==> src/rtl/myca_run_ctrl.sv <==
// Run/halt/single-step controller for MycaII: instruction tick, gated core enable,
// PC breakpoint and instruction counter. Optional PC-stall watchdog under MYCA_WDOG_EN.
module myca_run_ctrl #(
    parameter int unsigned DIV      = 50000000,
    parameter int unsigned WDOG_LIM = 255
) (
    input  logic        ck,
    input  logic        rst,
    input  logic        run,
    input  logic        halt,
    input  logic        step,
    input  logic        bp_en,
    input  logic [7:0]  bp_addr,
    input  logic [7:0]  pc,
    output logic        core_en,
    output logic        tick,
    output logic [1:0]  state,
    output logic        bp_hit,
    output logic        wdog_trip,
    output logic [15:0] instr_cnt
);

    typedef enum logic [1:0] {
        ST_HALT = 2'd0,
        ST_RUN  = 2'd1,
        ST_STEP = 2'd2
    } st_t;

    localparam logic [25:0] DIV_LAST = 26'(DIV - 1);

    if (DIV < 2 || DIV > 67108864 || WDOG_LIM > 255) begin : g_param_chk
        $error("myca_run_ctrl: DIV or WDOG_LIM out of range");
    end

    st_t         state_q, state_d;
    logic [25:0] div_cnt;
    logic        skip_bp, skip_d;
    logic        flags_clr, stop_now;
    logic        bp_stop, wdog_stop, run_stop;

    always_ff @(posedge ck) begin
        if (rst) begin
            div_cnt <= '0;
            tick    <= 1'b0;
        end else if (div_cnt == DIV_LAST) begin
            div_cnt <= '0;
            tick    <= 1'b1;
        end else begin
            div_cnt <= div_cnt + 26'd1;
            tick    <= 1'b0;
        end
    end

    // skip_bp lets a resume from a breakpoint execute the instruction at bp_addr once
    assign bp_stop  = bp_en & (pc == bp_addr) & ~skip_bp;
    assign run_stop = bp_stop | wdog_stop;
    assign core_en  = tick & ~halt & ~rst &
                      ((state_q == ST_STEP) | ((state_q == ST_RUN) & ~run_stop));
    assign state    = state_q;

    always_comb begin
        state_d   = state_q;
        skip_d    = skip_bp;
        flags_clr = 1'b0;
        stop_now  = 1'b0;
        case (state_q)
            ST_HALT: begin
                if (!halt) begin
                    if (step) begin
                        state_d   = ST_STEP;
                        flags_clr = 1'b1;
                    end else if (run) begin
                        state_d   = ST_RUN;
                        flags_clr = 1'b1;
                        skip_d    = 1'b1;
                    end
                end
            end
            ST_RUN: begin
                if (halt) begin
                    state_d = ST_HALT;
                end else if (tick && run_stop) begin
                    state_d  = ST_HALT;
                    stop_now = 1'b1;
                end else if (core_en) begin
                    skip_d = 1'b0;
                end
            end
            ST_STEP: begin
                if (halt || core_en) state_d = ST_HALT;
            end
            default: state_d = ST_HALT;
        endcase
    end

    always_ff @(posedge ck) begin
        if (rst) begin
            state_q   <= ST_HALT;
            skip_bp   <= 1'b1;
            bp_hit    <= 1'b0;
            instr_cnt <= '0;
        end else begin
            state_q <= state_d;
            skip_bp <= skip_d;
            if (flags_clr)
                bp_hit <= 1'b0;
            else if (stop_now && bp_stop)
                bp_hit <= 1'b1;
            if (core_en)
                instr_cnt <= instr_cnt + 16'd1;
        end
    end

`ifdef MYCA_WDOG_EN
    localparam logic [7:0] WDOG_LIM8 = 8'(WDOG_LIM);

    logic [7:0] same_cnt;
    logic [7:0] last_pc;
    logic       wdog_q;

    assign wdog_stop = (same_cnt >= WDOG_LIM8);
    assign wdog_trip = wdog_q;

    // same_cnt==0 means no reference pc yet, so the first enable starts a run of one
    always_ff @(posedge ck) begin
        if (rst || state_q == ST_HALT) begin
            same_cnt <= '0;
        end else if (core_en && state_q == ST_RUN) begin
            if (same_cnt == 8'd0 || pc == last_pc) begin
                if (same_cnt != 8'hFF) same_cnt <= same_cnt + 8'd1;
            end else begin
                same_cnt <= '0;
            end
        end
    end

    always_ff @(posedge ck) begin
        if (core_en) last_pc <= pc;
    end

    always_ff @(posedge ck) begin
        if (rst || flags_clr)
            wdog_q <= 1'b0;
        else if (stop_now && wdog_stop)
            wdog_q <= 1'b1;
    end
`else
    assign wdog_stop = 1'b0;
    assign wdog_trip = 1'b0;
`endif

endmodule

==> config.mk <==
export PLATFORM = sky130hd
export DESIGN_NAME = myca_run_ctrl
export DESIGN_NICKNAME = d
export VERILOG_FILES = /design/src/rtl/myca_run_ctrl.sv
export SDC_FILE = /design/constraint.sdc
export NUM_CORES = 1
export LEC_CHECK = 0
export CAP_MARGIN = 20
export CORE_ASPECT_RATIO = 1.2
export CORE_MARGIN = 2
export CORE_UTILIZATION = 50
export CTS_CLUSTER_DIAMETER = 40
export CTS_CLUSTER_SIZE = 28
export DETAILED_ROUTE_END_ITERATION = 7
export PLACE_DENSITY = 0.74
export SYNTH_ARGS = -nofsm -noshare
export SYNTH_HDL_FRONTEND = slang
export SYNTH_SLANG_ARGS = --single-unit
==> constraint.sdc <==
create_clock -name ck -period 5.31 [get_ports ck]
set_input_delay 1.062 -clock ck [delete_from_list [all_inputs] [get_ports ck]]
set_output_delay 1.062 -clock ck [all_outputs]
set_load 0.02 [all_outputs]
; Word level (Yosys, flattened, before mapping)
; Index checks and enable logic that the tools add are counted.
[totals]
reg_bits = 47
latchBits = 0
ram_bits = 0
rom_bits = 0
input_bits = 22
output_inout_bits = 22
elab_cells = 63
memories = 0
[op_classes]
add_sub_neg = 2
multipliers = 0
div = 0
magnitude_cmp = 0
eq_ne = 13
shift = 0
n_mux = 22
bitwise_logic = 11
reduce_logical = 9
[ops]
columns = cell, count
row1 = "26-bit by 1-bit adder with 26-bit output, second input constant", 1
row2 = "26-bit == test, second input constant", 1
row3 = "16-bit by 1-bit adder with 16-bit output, second input constant", 1
row4 = 1-bit 2-to-1 mux, 14
row5 = 2-bit 2-to-1 mux, 6
row6 = "2-bit inequality test, second input constant", 6
row7 = 8-bit == test, 1
row8 = 7-bit AND reduction, 1
row9 = 1-bit bitwise AND, 6
row10 = 2-bit one-hot mux with 3 select lines, 1
row11 = 1-bit inverter, 4
row12 = 4-bit AND reduction, 1
row13 = 2-bit OR reduction, 2
row14 = "3-bit by 2-bit inequality test with 1-bit output, second input constant", 1
row15 = "3-bit inequality test, second input constant", 1
row16 = "2-bit by 1-bit == test with 1-bit output, second input constant", 1
row17 = "2-bit == test, second input constant", 1
row18 = 1-bit logical AND, 2
row19 = 2-bit logical NOT, 1
row20 = "2-bit by 1-bit inequality test with 1-bit output, second input constant", 1
row21 = 1-bit one-hot mux with 2 select lines, 1
row22 = 2-bit nonzero test, 1
row23 = 1-bit logical OR, 1
row24 = 1-bit OR, 1

; Logic depth before layout (Yosys ltp)
; Gate-level depths: netlist of run 1.
[depth]
word_depth = 11
ltp_mapped = 8
depth_no_buf = 6

; Worst setup path before layout of run 1
; OpenSTA, ideal clock, no wires.
[synth_timing]
path_type = input-to-output
start = in bp_addr[5]
end = out core_en
t_arrival_ps = 2002
required_ps = 4248
slack_ps = 2246
cell_stages = 5
path_buffers = 1
cell_sequence = xor2_1 -> nor4_2 -> o2111a_1 -> buf_2 -> nor2_1
[synth_between]
elab_chain_len = 7
[synth_rtl]
columns = item, line_no
row1 = start: declaration, 13  ; input logic [7:0] bp_addr,
row2 = 8-bit == test, 55  ; assign bp_stop = bp_en & (pc == bp_addr) & ~skip_bp;
row3 = 1-bit bitwise AND (2 in series), 55
row4 = 1-bit inverter, 58  ; ((state_q == ST_STEP) | ((state_q == ST_RUN) & ~run_stop));
row5 = 1-bit bitwise AND, 58
row6 = 1-bit OR, 58
row7 = 1-bit bitwise AND, 57  ; assign core_en = tick & ~halt & ~rst &
row8 = end: declaration, 15  ; output logic core_en,
; Every way passes these cells.

; Worst setup path after layout of run 1
; Ends and elaborated chain as after synthesis.

==> results of run 1 <==
## area by class of cell
cell class                 instances  area (um2)  share of cell area (%)
clock buffer                       6       72.57                   2.532
clock inverter                     2       60.06                   2.095
multi-input combinational        202        1262                   44.04
tap                               58       72.57                   2.532
timing repair buffer              44       435.4                   15.19
sequential                        47       940.9                   32.82
inverter                           6       22.52                  0.7857
## registers in the layout, summed over array words and instances (netlist names)
| signal | flops |
|---|---|
| bp_hit | 1 |
| div_cnt | 26 |
| instr_cnt | 16 |
| skip_bp | 1 |
| state | 2 |
| tick | 1 |
## worst max-delay path, delay by kind of cell
family / cells / cell delay (ns)
AO/OA/AOI/OAI: 1 / 0.24
XOR/XNOR: 1 / 0.18
buffers and inverters: 3 / 1.25
AND/OR/NAND/NOR: 2 / 0.46
## worst max-delay path by stage
stage	startpoint	endpoint	slack [ns]	cells after the start
finish	bp_addr[5]	core_en	1.06	7
floorplan	bp_addr[5]	core_en	2.25	5
detailed placement	bp_addr[5]	core_en	1.09	7
global route	bp_addr[5]	core_en	0.97	7
global placement	bp_addr[5]	core_en	1.16	7
CTS	bp_addr[5]	core_en	1.09	7
## per-stage QoR
step / cell area, um2 / hold WS [ns] / setup WS (ns)
final: 2867 / 0.4466 / 1.062
after CTS: 2867 / 0.4488 / 1.085
after floorplan: 2293 / 0.4175 / 2.246
after detailed placement: 2734 / 0.4384 / 1.090
after global routing: 2867 / 0.5056 / 0.9660
after global placement: 2734 / 0.4292 / 1.165
## kinds of logic after synthesis
logic type / count (synthesis) / synth area share [%]
AO/OA/AOI/OAI: 32 / 9.166
buffers and inverters: 18 / 3.928
AND/OR/NAND/NOR: 131 / 30.55
adder cells (fa/ha/maj): 2 / 1.091
multiplexers: 3 / 1.473
XOR/XNOR: 33 / 12.60
flip-flops: 47 / 41.03
other: 1 / 0.1635
## Yosys cell counts (all sizes together)
cell type	number
nor3b	1
nor3	4
nand4	6
clkbuf	3
o211ai	1
and2	4
inv	6
o211a	1
o2111a	1
nand3	19
o311ai	2
xnor2	8
ha	2
or4b	2
nor2b	3
a22oi	1
o41ai	3
mux2	3
or2	1
a21oi	11
dfxtp	47
nor4	6
buf	9
and4	6
nor4b	1
or4	5
nand2	18
o21ai	6
nor2	40
or3	4
nand3b	2
nand2b	2
xor2	25
and3	7
conb	1
o31ai	6
## power breakdown
group / total, W / switching [W] / leakage (nW) / internal (W)
Clock: 0.000303 / 0.000115 / 0.0654 / 0.000188
Combinational: 0.0000388 / 0.0000173 / 0.548 / 0.0000215
Sequential: 0.000357 / 0.00000270 / 0.379 / 0.000355
## layer usage
layer / track usage (%) / vias up
met5: 0 / -
met3: 4.441 / 2
met4: 5.417 / 0
li1: - / 1012
met2: 35.35 / 28
met1: 22.44 / 935
==> metrics.md, run 1 <==
| Metric | Value |
|---|---|
| Buffers added on ports | `42` |
| Worst-margin pin slew | `0.6684 ns` |
| Avg WL per Cell | `12.55 um` |
| Data arrival time of the critical path | `3.19 ns` |
| Sum of negative setup slack | `0 ns` |
| All-Layer GR Usage | `19.49%` |
| Post-CTS Setup Bufs | `0` |
| Cts repair resizes | `0` |
| Vias in the first global route | `1850` |
| Die Y-Extent | `78.19 um` |
| Amount of wire on met2 after detailed routing | `2.411 mm` |
| Commonest non-fill, non-tap cell in the layout | `sky130_fd_sc_hd__dfxtp_1` |
| Worst Reg2Reg Path Length in Cells | `6` |
| Total clock buffers created by CTS | `5` |
| Register area share after synthesis | `41.03%` |
| Endpoint type of the worst setup path | `output pin` |
| Post-route clock skew | `0.006512 ns` |
| Antenna violations before repair | `0` |
| Clock sink count | `47` |
| H-Tree Depth | `2` |
| Count of placed standard cells in the final layout, fillers left out | `365` |
| Initial cell density of the core | `51.04%` |
| Met3 wirelength from detailed routing | `132 um` |
| Number of design-rule violations left by the first detailed-router iteration | `91` |
| Cell repeated most along the worst path | `sky130_fd_sc_hd__clkdlybuf4s50_1` |
| Number of setup violations in the final report | `0` |
| Diode insertion count for antenna repair | `0` |
| Clock Latency Late Sink | `0.29 ns` |
| First-pass detailed-route iteration total | `4` |
| Total number of vias | `1977` |
| Top routing layer used | `met4` |
| Overflow left after global routing | `0` |
| Synthesized area divided by synthesized cell count | `8.590 um2` |
| Remaining antenna violation count | `0` |
| Final-stage net count | `330` |
| Peak supply drop | `0.0003385 V` |
| Number of warnings issued by yosys | `0` |
| Wire length of the first global-routing pass | `7.983 mm` |
| Growth of design area from synthesis to finish | `24.99%` |
| Buffer type at the clock tree root | `sky130_fd_sc_hd__clkbuf_8` |
| Crit-path max cell delay | `0.56 ns` |
| Yosys cell types | `44` |
| Leakage component of the power | `0.9927 nW` |
| Worst flop-to-flop path endpoint | `div_cnt[9]$_SDFF_PP0_` |
| HPWL Detailed | `3.301 mm` |
| Top library cells by usage in the layout, fill and taps aside | `sky130_fd_sc_hd__dfxtp_1 (47), sky130_fd_sc_hd__clkdlybuf4s50_1 (42), sky130_fd_sc_hd__nor2_1 (40)` |
| Rel. slew slack | `55.20%` |
| Pin count of the biggest net entering global routing | `30` |
| Top post-synthesis cells by area | `sky130_fd_sc_hd__dfxtp_1 (41%), sky130_fd_sc_hd__xor2_1 (9.5%), sky130_fd_sc_hd__nor2_1 (6.5%)` |
| Fraction of layout cells with a size suffix above 1 | `5.537%` |
| Hold EP | `div_cnt[0]$_SDFF_PP0_` |
| Total power | `0.0006991 W` |
| Min Clock Period, post-route | `4.248 ns` |
| Unrepaired setup endpoints after global routing | `false` |
| Reported max-cap violation count | `0` |
| Proportion of netlist area held by the largest area contributor | `41.03%` |
| Die Wd | `65.83 um` |
| Worst flop-to-flop path startpoint | `div_cnt[0]$_SDFF_PP0_` |
| TritonCTS clock tree | `yes` |
| Number of primary I/O pins | `44` |
| Critical Setup Path Class | `in2out` |
| Post-synthesis cell type with the largest combined area | `sky130_fd_sc_hd__dfxtp_1` |
| Maximum clock rate | `0.2354 GHz` |
| Util after Layout | `63.80%` |
| Die Area | `5147 um2` |
| Net Count, Synth | `291` |
| HP Start | `div_cnt[0]$_SDFF_PP0_` |
| Detailed-route DRC error count | `0` |
| Final clock period utilization by the worst path | `80.00%` |
| Final Slew Violations | `0` |
| Filler cells | `385` |
| Area of the placeable core | `4493 um2` |
| Drt via density | `5.416` |
| Worst-case register-to-register setup slack | `3.30 ns` |
| Type of the tightest min-delay check | `reg2reg` |
| Final WL | `4.579 mm` |
| Post-synthesis instance total | `267` |
| Total standard cell area after synthesis | `2293 um2` |
| Placed cells | `357` |
| Cells along the critical path | `clkdlybuf4s50_1, xor2_1, nor4_2, o2111a_1, buf_4, nor2_1, clkdlybuf4s50_1` |
| Final Hold Vio Count | `0` |
| CTS max path bufs | `2` |
| Clock transition at the registers of the reported paths | `0.08 ns` |
| Total of hold buffers inserted after clock tree synthesis | `0` |
| Maximum fanout count along the critical path | `29` |
| Sort of element at the start of the critical path | `primary input` |
| Critical path data required time | `4.25 ns` |
| Status | `complete, no violations` |
| Seq cells post-synth | `47` |
| Power density normalized to cell area | `243.9 nW/um2` |
| Worst hold path stage count | `1` |
| Num rows | `27` |
| Routed length on met1 | `2.015 mm` |
| Master of the slowest instance on the critical path | `sky130_fd_sc_hd__clkdlybuf4s50_1` |
| Final Wtd Congestion | `0.7767` |
No activity file was read; power rests on OpenSTA's default activity.
==> inputs of run 2 (changes only) <==
Settings changed: CORE_UTILIZATION 50 to 46, PLACE_DENSITY 0.74 to 0.72.
Clock period 5.31 ns to 3.4 ns, I/O delays scaled along.
==> metrics.md, run 2 (synthesis results as in run 1) <==
| Metric | Value |
|---|---|
| Clock Latency Late Sink | `0.30 ns (about the same)` |
| HPWL Detailed | `3.338 mm (+1.1%)` |
| H-Tree Depth | `2 (unchanged)` |
| Wire length of the first global-routing pass | `7.638 mm (-4.3%)` |
| Num rows | `28 (+3.7%)` |
| Maximum fanout count along the critical path | `3 (-90%)` |
| Filler cells | `459 (+19%)` |
| Final Slew Violations | `0 (unchanged)` |
| Post-CTS Setup Bufs | `0 (unchanged)` |
| Overflow left after global routing | `0 (unchanged)` |
| Critical path data required time | `2.72 ns (-1.53 ns)` |
| Post-route clock skew | `0.01193 ns (+0.005420 ns)` |
| Pin count of the biggest net entering global routing | `29 (-3.3%)` |
| Reported max-cap violation count | `0 (unchanged)` |
| Growth of design area from synthesis to finish | `24.17%` |
| Area of the placeable core | `4870 um2 (+8.4%)` |
| Final-stage net count | `331 (+0.30%)` |
| Avg WL per Cell | `12.23 um (-2.5%)` |
| Drt via density | `5.378 (-0.71%)` |
| Data arrival time of the critical path | `2.43 ns (-0.76 ns)` |
| Type of the tightest min-delay check | `reg2reg` |
| Final Hold Vio Count | `0 (unchanged)` |
| Number of design-rule violations left by the first detailed-router iteration | `101 (+11%)` |
| Min Clock Period, post-route | `3.114 ns` |
| Rel. slew slack | `56.27% (+1.1 points)` |
| All-Layer GR Usage | `17.73% (-1.8 points)` |
| Antenna violations before repair | `0 (unchanged)` |
| Flip-flop count of the largest register, all copies and words added | `26 (unchanged)` |
| Unrepaired setup endpoints after global routing | `false` |
| Final clock period utilization by the worst path | `91.59%` |
| Die Y-Extent | `81.35 um (+4.0%)` |
| Number of setup violations in the final report | `0 (unchanged)` |
| Commonest non-fill, non-tap cell in the layout | `sky130_fd_sc_hd__dfxtp_1` |
| Critical Setup Path Class | `in2out` |
| Buffer type at the clock tree root | `sky130_fd_sc_hd__clkbuf_8` |
| Reg area | `940.9 um2 (unchanged)` |
| Status | `complete, no violations` |
| Worst-margin pin slew | `0.6524 ns (-0.01598 ns)` |
| Initial cell density of the core | `47.10% (-3.9 points)` |
| Detailed-route DRC error count | `0 (unchanged)` |
| CTS max path bufs | `2 (unchanged)` |
| Total of hold buffers inserted after clock tree synthesis | `0 (unchanged)` |
| Footprint of the multi-input gates | `1262 um2 (unchanged)` |
| Worst-case register-to-register setup slack | `1.34 ns (-1.96 ns)` |
| Total power | `0.0009826 W (+41%)` |
| Vias in the first global route | `1853 (+0.16%)` |
| Total number of vias | `1979 (+0.10%)` |
| Number of primary I/O pins | `44 (unchanged)` |
| Die Area | `5569 um2 (+8.2%)` |
| Power density normalized to cell area | `345.1 nW/um2 (+41%)` |
| Clock transition at the registers of the reported paths | `0.08 ns (about the same)` |
| Endpoint type of the worst setup path | `output pin` |
| Leakage component of the power | `0.9819 nW (-1.1%)` |
| First-pass detailed-route iteration total | `4 (unchanged)` |
| Remaining antenna violation count | `0 (unchanged)` |
| Clock sink count | `47 (unchanged)` |
| Cts repair resizes | `0 (unchanged)` |
| Sum of negative setup slack | `0 ns (unchanged)` |
| Final WL | `4.499 mm (-1.7%)` |
| Final Wtd Congestion | `0.7194 (-7.4%)` |
| Diode insertion count for antenna repair | `0 (unchanged)` |
| Peak supply drop | `0.0002994 V (-12%)` |
| TritonCTS clock tree | `yes` |
| Fraction of layout cells with a size suffix above 1 | `6.169% (+0.63 points)` |
| Total clock buffers created by CTS | `5 (unchanged)` |
| Maximum clock rate | `0.3211 GHz` |
| Register with the most flip-flops | `div_cnt` |
| Buffers added on ports | `42 (unchanged)` |
| Die Wd | `68.46 um (+4.0%)` |
| Top library cells by usage in the layout, fill and taps aside | `sky130_fd_sc_hd__dfxtp_1 (47), sky130_fd_sc_hd__clkdlybuf4s50_1 (42), sky130_fd_sc_hd__nor2_1 (40)` |
| Sort of element at the start of the critical path | `primary input` |
==> run 2: changes by cell type in the layout (fill, tap and decap cells not counted) <==
cell and change:
sky130_fd_sc_hd__bufinv_16 -2, sky130_fd_sc_hd__clkbuf_8 +2, sky130_fd_sc_hd__clkbuf_1 -1, sky130_fd_sc_hd__clkinvlp_4 +1, sky130_fd_sc_hd__buf_4 +1
==> run 2: cell type report <==
class | instances | share of cell area, %
Timing Repair Buffer | 45 | 15.55
Inverter | 6 | 0.7909
Multi-Input combinational cell | 202 | 44.33
Clock buffer | 7 | 3.383
Sequential cell | 47 | 33.04
Tap cell | 60 | 2.636
Clock inverter | 1 | 0.2636
==> run 2: worst paths after layout <==
kind	from	end	cells past startpoint
hold / removal	div_cnt[0]$_SDFF_PP0_	div_cnt[0]$_SDFF_PP0_	1
setup / recovery	bp_addr[5]	core_en	6
setup reg to reg	div_cnt[0]$_SDFF_PP0_	div_cnt[15]$_SDFF_PP0_	6
hold reg to reg	div_cnt[0]$_SDFF_PP0_	div_cnt[0]$_SDFF_PP0_	1
==> run 2: power by group <==
group / switching (W) / internal [W]
combinational: 0.0000271 / 0.0000337
sequential: 0.00000416 / 0.000554
clock: 0.000179 / 0.000185
total: 0.000210 / 0.000773
==> run 2: critical path: stages <==
cell	delay, ns
sky130_fd_sc_hd__clkdlybuf4s50_1	0.41
sky130_fd_sc_hd__xor2_1	0.17
sky130_fd_sc_hd__nor4_2	0.31
sky130_fd_sc_hd__o2111a_1	0.24
sky130_fd_sc_hd__nor2_1	0.08
sky130_fd_sc_hd__clkdlybuf4s50_1	0.54
==> run 2: layer usage <==
metal | GRT usage (%) | wire length, um
met5 | 0 | 0
met4 | 4.200 | 43
met3 | 4.432 | 208
met2 | 34.04 | 2276
met1 | 18.69 | 1971
==> run 2: through the flow <==
step	utilization (%)	setup WS, ns	hold WS, ns	cells	cell area [um2]
2_1_floorplan	-	1.100	0.4175	267	2293
3_3_place_gp	56.35	0.2828	0.4299	360	2744
3_5_place_dp	56.35	0.2790	0.4442	360	2744
4_1_cts	58.48	0.2745	0.4576	368	2848
5_1_grt	58.48	0.1745	0.5028	368	2848
6_report	58.48	0.2859	0.4556	368	2848
